## src/rtl/ama_riscv_dmem_fill_ctrl.sv

```systemverilog
// D$ line fill controller: accepts one miss, optionally writes back the dirty victim,
// reads the line with a bounded response timeout and hands the fill back to the D$.
module ama_riscv_dmem_fill_ctrl #(
    parameter int unsigned LINE_ADDR_W = 14,
    parameter int unsigned LINE_W      = 128,
    parameter int unsigned TIMEOUT_CYC = 64
) (
    input  logic                   clk,
    input  logic                   rst,
    // D$ miss request
    input  logic                   miss_valid,
    output logic                   miss_ready,
    input  logic [LINE_ADDR_W-1:0] miss_addr,
    input  logic                   miss_dirty,
    input  logic [LINE_ADDR_W-1:0] evict_addr,
    input  logic [LINE_W-1:0]      evict_data,
    // fill return
    output logic                   fill_valid,
    input  logic                   fill_ready,
    output logic [LINE_W-1:0]      fill_data,
    output logic [LINE_ADDR_W-1:0] fill_addr,
    output logic                   fill_err,
    // memory read request
    output logic                   req_dmem_r_valid,
    input  logic                   req_dmem_r_ready,
    output logic [LINE_ADDR_W-1:0] req_dmem_r_data,
    // memory write request
    output logic                   req_dmem_w_valid,
    input  logic                   req_dmem_w_ready,
    output logic [LINE_ADDR_W-1:0] req_dmem_w_addr,
    output logic [LINE_W-1:0]      req_dmem_w_wdata,
    // memory read response
    input  logic                   rsp_dmem_valid,
    input  logic [LINE_W-1:0]      rsp_dmem_data,
    // statistics
    output logic [31:0]            cnt_fill,
    output logic [31:0]            cnt_wb
);

    localparam int unsigned TmoW = $clog2(TIMEOUT_CYC);
    // Counter reaches TIMEOUT_CYC-1 on the edge that leaves RD_WAIT.
    localparam logic [TmoW-1:0] TmoHit = TmoW'(TIMEOUT_CYC - 2);

    typedef enum logic [2:0] {StIdle, StWb, StRdReq, StRdWait, StResp} state_t;

    state_t                 state_q, state_d;
    logic [LINE_ADDR_W-1:0] miss_addr_q;
    logic [LINE_ADDR_W-1:0] evict_addr_q;
    logic [LINE_W-1:0]      evict_data_q;
    logic [LINE_W-1:0]      fill_data_q;
    logic                   fill_err_q;
    logic [TmoW-1:0]        tmo_cnt_q;
    logic [31:0]            cnt_fill_q;
    logic [31:0]            cnt_wb_q;

    logic miss_acc, wb_acc, rd_acc, fill_acc, tmo_hit;

    assign miss_acc = miss_valid && miss_ready;
    assign wb_acc   = req_dmem_w_valid && req_dmem_w_ready;
    assign rd_acc   = req_dmem_r_valid && req_dmem_r_ready;
    assign fill_acc = fill_valid && fill_ready;
    assign tmo_hit  = (tmo_cnt_q == TmoHit);

    always_ff @(posedge clk or posedge rst) begin
        if (rst) begin
            state_q <= StIdle;
        end else begin
            state_q <= state_d;
        end
    end

    always_comb begin
        state_d = state_q;
        unique case (state_q)
            StIdle:   if (miss_valid) state_d = miss_dirty ? StWb : StRdReq;
            StWb:     if (req_dmem_w_ready) state_d = StRdReq;
            StRdReq:  if (req_dmem_r_ready) state_d = StRdWait;
            StRdWait: if (rsp_dmem_valid || tmo_hit) state_d = StResp;
            StResp:   if (fill_ready) state_d = StIdle;
            default:  state_d = StIdle;
        endcase
    end

    // Request exclusivity follows directly from the one-state-per-request decode.
    always_comb begin
        miss_ready       = 1'b0;
        req_dmem_w_valid = 1'b0;
        req_dmem_r_valid = 1'b0;
        fill_valid       = 1'b0;
        unique case (state_q)
            StIdle:   miss_ready       = 1'b1;
            StWb:     req_dmem_w_valid = 1'b1;
            StRdReq:  req_dmem_r_valid = 1'b1;
            StRdWait: ;
            StResp:   fill_valid       = 1'b1;
            default:  ;
        endcase
    end

    always_ff @(posedge clk or posedge rst) begin
        if (rst) begin
            miss_addr_q  <= '0;
            evict_addr_q <= '0;
            evict_data_q <= '0;
            fill_data_q  <= '0;
            fill_err_q   <= 1'b0;
            tmo_cnt_q    <= '0;
            cnt_fill_q   <= '0;
            cnt_wb_q     <= '0;
        end else begin
            if (miss_acc) begin
                miss_addr_q  <= miss_addr;
                evict_addr_q <= evict_addr;
                evict_data_q <= evict_data;
            end
            if (wb_acc) begin
                cnt_wb_q <= cnt_wb_q + 32'd1;
            end
            if (rd_acc) begin
                tmo_cnt_q <= '0;
            end else if (state_q == StRdWait && !rsp_dmem_valid) begin
                tmo_cnt_q <= tmo_cnt_q + TmoW'(1);
            end
            // A response in the terminal-count cycle takes priority over the timeout.
            if (state_q == StRdWait) begin
                if (rsp_dmem_valid) begin
                    fill_data_q <= rsp_dmem_data;
                    fill_err_q  <= 1'b0;
                end else if (tmo_hit) begin
                    fill_data_q <= '0;
                    fill_err_q  <= 1'b1;
                end
            end
            if (fill_acc) begin
                cnt_fill_q <= cnt_fill_q + 32'd1;
            end
        end
    end

    assign req_dmem_r_data  = miss_addr_q;
    assign req_dmem_w_addr  = evict_addr_q;
    assign req_dmem_w_wdata = evict_data_q;
    assign fill_data        = fill_data_q;
    assign fill_addr        = miss_addr_q;
    assign fill_err         = fill_err_q;
    assign cnt_fill         = cnt_fill_q;
    assign cnt_wb           = cnt_wb_q;

`ifndef SYNTHESIS
    always @(posedge clk) begin
        if (!rst) begin
            assert (!(req_dmem_r_valid && req_dmem_w_valid))
                else $error("read and write requests issued in the same cycle");
            if (rsp_dmem_valid && state_q != StRdWait) begin
                $warning("stray rsp_dmem ignored in state %s", state_q.name());
            end
        end
    end
`endif

endmodule

```

## config.mk

```make
export PLATFORM = sky130hd
export DESIGN_NAME = ama_riscv_dmem_fill_ctrl
export DESIGN_NICKNAME = d
export VERILOG_FILES = /design/src/rtl/ama_riscv_dmem_fill_ctrl.sv
export SDC_FILE = /design/constraint.sdc
export NUM_CORES = 1
export LEC_CHECK = 0
export CAP_MARGIN = 20
export CORE_AREA = 3 3 256 258
export CTS_CLUSTER_SIZE = 12
export DETAILED_ROUTE_END_ITERATION = 12
export DIE_AREA = 0 0 259 261
export GPL_TIMING_DRIVEN = 0
export SLEW_MARGIN = 15
export SYNTH_ARGS = -nofsm -noshare
export SYNTH_HDL_FRONTEND = slang
export SYNTH_SLANG_ARGS = --single-unit
```

## constraint.sdc

```tcl
create_clock -name clk -period 18.2 [get_ports clk]
set_clock_uncertainty 0.05 [all_clocks]
set_input_delay 2.73 -clock clk [delete_from_list [all_inputs] [get_ports clk]]
set_output_delay 2.73 -clock clk [all_outputs]
set_load 0.02 [all_outputs]
```

## Word-level counts from Yosys, hierarchy flattened

Cells that the tools add are included.

| word-level totals | value |
|---|---|
| bits in registers | 358 |
| word-level logic and storage cells | 51 |

| cells by class | value |
|---|---|
| add/sub/neg operators | 3 |
| eq/ne operators | 10 |
| multiplexer cells | 17 |
| reduce and logical (&&, ||, !) cells | 12 |

Operators by type and width:

| kind | count |
|---|---|
| two-way mux 128 bit | 2 |
| adder 32 x 1 -> 32 bit, second input constant | 2 |
| two-way mux 3 bit | 5 |
| case mux 3 bit (5 select lines) | 1 |
| two-way mux 6 bit | 2 |
| != test 2 bit, second input constant | 5 |
| adder 6 x 1 -> 6 bit, second input constant | 1 |
| equality test 3 x 2 -> 1 bit, second input constant | 2 |
| equality test 6 bit, second input constant | 1 |
| two-way mux 1 bit | 6 |
| logical AND 1 bit | 5 |
| AND reduction 5 bit | 1 |
| nonzero test 2 bit | 2 |
| equality test 3 x 1 -> 1 bit, second input constant | 1 |
| equality test 3 bit, second input constant | 1 |
| logical NOT 3 bit | 1 |
| two-way mux 2 bit | 1 |
| AND reduction 2 bit | 1 |
| logical NOT 1 bit | 1 |
| logical OR 1 bit | 1 |

## Depth between registers and ports, before layout

Gate-level depths: netlist of run 1.

| depth | value |
|---|---|
| depth in word-level cells | 4 |
| depth in mapped cells | 8 |
| gate-level depth less buffers | 6 |

## Least setup slack after synthesis of run 1

No wires, ideal clock.

| path | value |
|---|---|
| path kind | input -> register |
| start point | input port req_dmem_w_ready |
| end point | register cnt_wb_q[19] (netlist: cnt_wb[19]) |
| setup time | 0.130 ns |
| arrival | 3.745 ns |
| required time | 18.020 ns |
| slack | 14.275 ns |
| cell stages on the path | 6 |
| cells stage by stage | and4bb_2 -> buf_2 -> and4_1 -> buf_4 -> nand4_1 -> xnor2_1 |

| between the ends | value |
|---|---|
| word-level cells in the longest chain between the ends | 1 |

Ends and longest elaborated chain:

| element | line | RTL |
|---|---|---|
| start: declaration | 29 | `input logic req_dmem_w_ready,` |
| logical AND 1 bit | 59 | `assign wb_acc = req_dmem_w_valid && req_dmem_w_ready;` |
| end signal: assignment | 117 | `cnt_wb_q <= cnt_wb_q + 32'd1;` |
| end: declaration | 54 | `logic [31:0] cnt_wb_q;` |

No other way between the ends.
A chain may end at the register's enable or synchronous reset.

## Final worst setup path of run 1

| path | value |
|---|---|
| start point | register state_q[2] |
| end point | output port fill_valid |

| between the ends | value |
|---|---|
| word-level cells in the longest chain between the ends | 2 |

Ends and longest elaborated chain:

| element | line | RTL |
|---|---|---|
| start: declaration | 46 | `state_t state_q, state_d;` |
| start signal: assignment | 66 | `state_q <= StIdle;` |
| start signal: assignment | 68 | `state_q <= state_d;` |
| equality test 3 bit | 90 | `unique case (state_q)` |
| two-way mux 1 bit | 90 |  |
| end: declaration | 18 | `output logic fill_valid,` |

No other way between the ends.

==> results of run 1 <==
through the flow:
stage | cells | utilization [%] | hold WS (ns)
finish | 2534 | 36.5 | 0.429
global route | 2531 | 36.5 | 0.447
CTS | 2531 | 36.5 | 0.429
detailed placement | 2458 | 34.4 | 0.422
global placement | 2455 | 34.2 | 0.414
floorplan | 951 | - | 0.449
final cells by class:
cell class	count	area share [%]
diodes	3	0.0326
plain buffers	73	2.26
clock buffers	63	5.24
clock inverters	10	0.548
inverters	9	0.179
multi-input cells	511	19.4
flip-flops and latches	358	38.8
well taps	846	4.59
repair buffers	661	28.9
worst max-delay path: cells and delay by family (launching register included):
kind | cells | cell delay (ns)
simple gates | 1 | 0.37
flops | 1 | 0.34
buf+inv | 4 | 1.07
Yosys cell counts (4+ instances only):
cell type | instances | area [µm²]
nor3_1 | 5 | 25.0
nor2_1 | 14 | 52.6
buf_6 | 18 | 203
xor2_1 | 8 | 70.1
inv_1 | 9 | 33.8
mux2_2 | 148 | 1670
nand3_1 | 23 | 115
buf_2 | 31 | 155
nand2_1 | 20 | 75.1
ha_1 | 4 | 50.1
and4_1 | 7 | 61.3
mux2_1 | 11 | 124
o21ai_0 | 5 | 25.0
clkbuf_1 | 4 | 15.0
xnor2_1 | 57 | 499
buf_4 | 19 | 143
a22o_1 | 129 | 1130
dfrtp_1 | 358 | 8960
and3_1 | 10 | 62.6
and2_1 | 7 | 43.8
nand4_1 | 38 | 238
power by group:
part           total, W  switching (W)  internal, W
registers       0.00131       0.000192      0.00112
logic           0.00183       0.000869     0.000957
clock network  0.000817       0.000330     0.000486
total           0.00396        0.00139      0.00256
registers in the layout, summed over array words and instances, names as in the netlist:
name	flops
state_q	3
fill_err	1
cnt_fill	32
cnt_wb	32
tmo_cnt_q	6
req_dmem_w_addr	14
fill_data	128
fill_addr	14
req_dmem_w_wdata	128
worst paths after layout:
check                                   from            endpoint  slack [ns]
worst max-delay path              state_q[2]          fill_valid       13.10
worst min-delay path              cnt_wb[31]          cnt_wb[31]        0.43
worst max register to register  tmo_cnt_q[0]       fill_data[78]       15.92
worst min register to register    cnt_wb[31]          cnt_wb[31]        0.43
max in group asynchronous                rst        cnt_fill[24]       14.14
min in group asynchronous                rst  req_dmem_w_addr[1]        2.56
per-layer routing:
layer / up-vias / routed length, µm / GRT usage (%)
met5: - / 0 / 0
met4: 0 / 1390 / 4.59
met3: 80 / 4370 / 4.88
met2: 452 / 24500 / 23.7
met1: 5312 / 18500 / 15.7
li1: 4856 / - / -
kinds of logic after synthesis:
kind of cell,Yosys count,share of synthesized area [%]
AO/OA/AOI/OAI,144,8.76
XOR/XNOR,65,4.07
adder cells (fa/ha/maj),4,0.358
buffers and inverters,82,3.96
flip-flops,358,64.1
multiplexers,159,12.8
AND/OR/NAND/NOR,139,5.99
==> results.yml, run 1 <==
min_path:
  min_path_type: "flop to flop"
  hold_depth: 1
die:
  fp-row-count: 92
  dieWidth_um: 259
  die_height_um: 261
  ios: 659
  coreArea_mm2: 0.0632
  dieArea_mm2: 0.0676
  initial_utilization_pct: 22.1
finish:
  fillers: 6003
  mostFrequentLayoutCells: "clkdlybuf4s50_1, dfrtp_1, mux2_2"
  nets: 1951
  drive_above_1_share_pct: 17.4
  area_growth_pct: 64.9
  multi_input_area_mm2: 0.00447
  final_common_cell: "clkdlybuf4s50_1"
  finalInstanceArea_mm2: 0.0231
  final-seq-area_mm2: 0.00896
clock_network:
  post_cts_resized: 0
  path_clk_slew_ns: 0.06
  insertion_delay_ns: 0.54
  cts_hold_buf: 0
  cts_tree: "yes"
  htreeDepth: 2
  cts_sinks: 358
  cts.path.max_buffers: 3
  post_cts_buffers: 0
  cts_root_buffer: "clkbuf_16"
  tritoncts.num_buffers: 41
synthesis:
  syn_area_per_cell_um2: 14.7
  synth_nets: 1247
  synth-edff-count: 0
  yosysWarningCount: 0
  ys_seq_elements: 358
  synth-main-ff-cell: "dfrtp_1"
  netlist_area_mm2: 0.0140
  syn-instance-count: 951
  synth_cell_type_count: 38
  seq_area_frac_synth_pct: 64.1
  synth-async-reset-ratio_pct: 100
pwr:
  p_per_area_mw_per_mm2: 172
  ir_worst_vdd_uv: 81.5
  total_power_w: 0.00396
  leakagePower_nw: 9.57
sta:
  finalCriticalPeriod_ns: 5.10
  finalSetupViolCount: 0
  rsz0062_at_grt: "no"
  tns_ns: 0
  slew_headroom_pct: 53.5
  drv_slew: 0
  period_share_pct: 28.0
  hold_viol_final: 0
  max_freq_ghz: 0.196
  worst_slack_ns: 13.10
  worstMarginPinSlew_ns: 0.692
flow_run:
  drv_cap: 0
setup_path:
  cp-end-kind: "primary output"
  worstPathCellList: "buf_4, or3b_1, buf_6, inv_1, clkdlybuf4s50_1"
  crit_type: "flop to primary output"
  critPathMaxStageDelay_ns: 0.63
  cp_max_fo: 10
  startpoint_type: "flop"
  reg2reg_depth: 8
  critPathRequiredTime_ns: 15.42
  critPathArrivalTime_ns: 2.32
  cp_slowest_cell: "clkdlybuf4s50_1"
global_route:
  gr-usage-all-layers_pct: 13.7
  grt_max_degree: 109
  grt_pass1_vias: 11300
  antenna_found_initial: 1
  grt_pass1_wl_um: 71800
  overflow: 0
placement:
  hpwl_um: 37900
  placed_area_mm2: 0.0217
  gp_congestion: 0.810
  port_buffers: 658
  pre_cts_slack_ns: 13.37
detailed_routing:
  drt-initial-drc-count: 374
  wl_per_cell_um: 19.2
  viasPerCell: 4.22
  drc: 0
  wl_um: 48700
  via_count: 10700
  drtPass1Iterations: 4
  detail-route-antenna-nets: 0
run_status:
  status: "finished clean"
(Power assumes the default switching activity.)
==> run 2: changes to the inputs <==
- CORE_AREA: 3 3 256 258 -> 3 3 258 260
- DIE_AREA: 0 0 259 261 -> 0 0 261 263
- clock period: 18.2 -> 4.2 ns (I/O delays scaled with it)
==> results.yml, run 2 (synthesized netlist as in run 1, its figures left out) <==
setup_path:
  crit_type: "flop to primary output"
  worstPathCellList: "buf_4, or3b_1, buf_6, inv_1, clkdlybuf4s50_1"
  cp-end-kind: "primary output"
  critPathRequiredTime_ns: 3.52
  crit_end: "fill_valid"
  critPathArrivalTime_ns: 2.30
  r2r_slack_ns: 1.76
  r2r_start: "tmo_cnt_q[0]"
  worstReg2RegEnd: "fill_data[0]"
  startpoint_type: "flop"
  cp_max_fo: 10
  critPathMaxStageDelay_ns: 0.63
  crit_start: "state_q[2]"
  reg2reg_depth: 8
  cp_slowest_cell: "clkdlybuf4s50_1"
sta:
  max_freq_ghz: 0.336
  finalCriticalPeriod_ns: 2.98
  finalSetupViolCount: 0
  hold_viol_final: 0
  period_share_pct: 70.9
  drv_slew: 0
  rsz0062_at_grt: "no"
  slew_headroom_pct: 55.3
  tns_ns: 0
  worstMarginPinSlew_ns: 0.670
  worst_slack_ns: 1.22
clock_network:
  cts_hold_buf: 0
  post_cts_resized: 0
  insertion_delay_ns: 0.54
  path_clk_slew_ns: 0.06
  cts_root_buffer: "clkbuf_16"
  cts.path.max_buffers: 3
  post_cts_buffers: 0
  cts_sinks: 358
  tritoncts.num_buffers: 41
  htreeDepth: 2
  cts_tree: "yes"
pwr:
  leakagePower_nw: 9.65
  ir_worst_vdd_uv: 395
  total_power_w: 0.0172
  p_per_area_mw_per_mm2: 740
run_status:
  status: "finished clean"
detailed_routing:
  viasPerCell: 4.21
  drt-initial-drc-count: 369
  drt-met1-wl_um: 18100
  wl_um: 49400
  detail-route-antenna-nets: 0
  via_count: 10700
  dr.max_layer_used: "met4"
  drtPass1Iterations: 4
  wl_per_cell_um: 19.4
  met2_length_um: 26100
  drc: 0
  dr_wl_met3_um: 4090
finish:
  fillers: 6222
  nets: 1960
  final-seq-area_mm2: 0.00896
  multi_input_area_mm2: 0.00447
  area_growth_pct: 66.2
  drive_above_1_share_pct: 18.0
  final_common_cell: "clkdlybuf4s50_1"
  mostFrequentLayoutCells: "clkdlybuf4s50_1, dfrtp_1, mux2_2"
placement:
  hpwl_um: 38900
  port_buffers: 658
  pre_cts_slack_ns: 1.26
  gp_congestion: 0.843
global_route:
  grt_pass1_wl_um: 74100
  grt_pass1_vias: 11700
  grt_max_degree: 37
  gr-usage-all-layers_pct: 14.0
  antenna_found_initial: 2
  overflow: 0
die:
  dieArea_mm2: 0.0686
  coreArea_mm2: 0.0643
  dieWidth_um: 261
  die_height_um: 263
  ios: 659
  initial_utilization_pct: 21.7
  fp-row-count: 93
min_path:
  min_path_type: "primary input to asynchronous set/reset pin"
flow_run:
  drv_cap: 0
==> run 2: worst max-delay path: cells and delay by family (launching register included) <==
| family | cells | cell delay [ns] |
|---|---|---|
| buf+inv | 4 | 1.05 |
| flops | 1 | 0.34 |
| simple gates | 1 | 0.37 |
==> run 2: worst min-delay path by stage <==
stage | slack (ns) | startpoint | to | cells past startpoint
2_1_floorplan | 0.45 | tmo_cnt_q[1] | tmo_cnt_q[1] | 2
3_3_place_gp | 0.41 | cnt_wb[31] | cnt_wb[31] | 1
3_5_place_dp | 0.42 | cnt_wb[31] | cnt_wb[31] | 1
4_1_cts | 0.29 | rst | fill_addr[11] | 2
5_1_grt | 0.32 | rst | req_dmem_w_wdata[25] | 2
6_report | 0.34 | rst | fill_addr[11] | 2
==> run 2: layout make-up <==
| type | count | share of cell area, % |
|---|---|---|
| antenna | 2 | 0.0215 |
| buffer | 73 | 2.24 |
| clock buffer | 60 | 5.29 |
| clock inverter | 12 | 0.511 |
| inverter | 9 | 0.161 |
| multi-input combinational | 511 | 19.2 |
| sequential | 358 | 38.5 |
| tap | 855 | 4.60 |
| timing repair buffer | 670 | 29.4 |
==> run 2: per-layer routing <==
| metal | track usage [%] | vias up |
|---|---|---|
| met5 | 0 | - |
| met4 | 4.06 | 0 |
| met3 | 4.13 | 66 |
| met2 | 25.8 | 444 |
| met1 | 15.3 | 5341 |
| li1 | - | 4876 |
==> run 2: report_power, final <==
| group | switching [W] | internal, W |
|---|---|---|
| Sequential | 0.000844 | 0.00485 |
| Combinational | 0.00377 | 0.00416 |
| Clock | 0.00142 | 0.00215 |
==> run 2: per-stage QoR <==
step / utilization [%] / hold slack (ns) / cells / instance area [µm²]
CTS: 36.1 / 0.294 / 2548 / 23200
floorplan: - / 0.449 / 951 / 14000
global route: 36.1 / 0.324 / 2549 / 23200
global placement: 33.6 / 0.410 / 2464 / 21600
detailed placement: 34.0 / 0.415 / 2476 / 21900
finish: 36.1 / 0.342 / 2550 / 23200
==> RTL edit: new RTL, config.mk and constraints of run 1 <==
Register the output `cnt_wb` once more, with the module's reset; this adds one clock of latency there. The other outputs are not delayed to match.
--- a/src/rtl/ama_riscv_dmem_fill_ctrl.sv
+++ b/src/rtl/ama_riscv_dmem_fill_ctrl.sv
@@ -146,3 +146,9 @@
     assign cnt_fill         = cnt_fill_q;
-    assign cnt_wb           = cnt_wb_q;
+    always_ff @(posedge clk or posedge rst) begin
+        if (rst) begin
+            cnt_wb <= '0;
+        end else begin
+            cnt_wb <= cnt_wb_q;
+        end
+    end
 
Formal check against the unedited RTL: not equivalent (Yosys sat finds a counterexample within 4 cycles, from zero or initial values and one cycle with rst high).
==> RTL edit against run 1 <==
Clock power is 18% higher; non-clock buffer count decreased by 5; synthesized cell count rose by 4.0%; routed wire length increased by 8.4%; setup slack improved by 0.21 ns; cell area is 4.8% higher; sequential power rose by 6%; maximum frequency up 4.3%; total power increased by 6.3%; sequential cell count grew 32; area after synthesis grew 6.1%; cell count rose by 2.1%; highest routed layer is now met5; first-iteration DRC count grew 15%.
==> RTL edit: results <==
[place]
place_ws_ns = 13.38
placedCellCount = 2496
place_hpwl_microns = 41000
place_area_sq_mm = 0.0226
place_congestion = 0.872

[global_routing]
pin_count_of_the_biggest_net_entering_global_routing = 112
wire_length_of_the_first_global_routing_pass_microns = 77000
grt_antenna_before_repair = 7
grt.total_usage_pct = 15.0
number_of_global_route_vias_before_repair = 11800

[worst_setup_path]
worstReg2RegEnd = fill_data[126]$_DFFE_PP0P_
slowest_delay_ns = 0.68
reg2reg_slack_ns = 16.05

[synth]
syn_nets = 1285
yosys-top-cells-area = dfrtp_1 (66%), mux2_2 (12%), a22o_1 (7.6%), xnor2_1 (2.8%), nand4_1 (1.3%)
synth.mux.area_fraction_pct = 12.1
seq_area_frac_synth_pct = 65.8
syn_inst = 989
synth-compound-area-share_pct = 7.97
library_cells_used_by_synthesis = 45
synthAdderAreaFrac_pct = 0.337
synthXorXnorAreaFrac_pct = 3.96
synthTopCellsByCount = dfrtp_1 (390), mux2_2 (153), a22o_1 (129)

[min_path]
whs_path_depth = 0
worst_hold_startpoint = cnt_wb_q[31]$_DFFE_PP0P_

[detailed_routing]
routed_wl_microns = 52900
drt-vias-per-instance = 4.24
detailedRoute.firstIterationViolations = 429
average_routed_wire_per_standard_cell_microns = 20.4

[clock_network]
cts_buffers = 45

[sta]
fin_hold_ws_ns = 0.351
slew-limit-headroom_pct = 38.8

[finish]
num-fill-cells = 5955
layout-drive-gt1-share_pct = 17.6

[status]
run_status = completed

[pwr]
p_leak_nw = 10.2
ratio_of_total_power_to_cell_area_mw_per_mm2 = 174
peakVddDrop_uv = 87.8
[RTL edit: final cells by class]
| cell class | count | share of cell area [%] |
|---|---|---|
| Tap cell | 846 | 4.38 |
| Timing Repair Buffer | 661 | 27.6 |
| Clock buffer | 66 | 5.58 |
| Antenna cell | 8 | 0.0828 |
| Buffer | 68 | 2.04 |
| Inverter | 8 | 0.155 |
| Clock inverter | 16 | 0.968 |
| Multi-Input combinational cell | 523 | 18.8 |
| Sequential cell | 390 | 40.4 |
[RTL edit: worst max-delay path by stage]
stage                                start                      end  slack (ns)  cells after the start
finish              state_q[0]$_DFFE_PP0P_         req_dmem_r_valid       13.31                      3
global route        state_q[1]$_DFFE_PP0P_         req_dmem_r_valid       13.17                      3
CTS                 state_q[0]$_DFFE_PP0P_         req_dmem_r_valid       13.23                      3
detailed placement                     rst      cnt_wb[1]$_DFF_PP0_       13.38                      4
global placement                       rst      cnt_wb[1]$_DFF_PP0_       -0.12                      2
floorplan                              rst  cnt_fill[0]$_DFFE_PP0P_        4.58                      1
[RTL edit: critical path: cells and delay by family, from the launching register on]
kind	cells	cell delay, ns
buf+inv	2	0.86
simple gates	1	0.29
flops	1	0.40
[RTL edit: metal layers]
metal / vias up / GRT usage, % / share of wire (%)
met4: 2 / 6.53 / 4.0
met3: 86 / 5.01 / 8.2
met5: - / 0 / 0.034
li1: 4989 / - / -
met2: 453 / 26.0 / 51
met1: 5437 / 16.8 / 37
[RTL edit: power breakdown]
part	switching [mW]	internal (mW)
clock	0.363	0.597
sequential	0.197	1.19
combinational	0.894	0.960
total	1.45	2.75
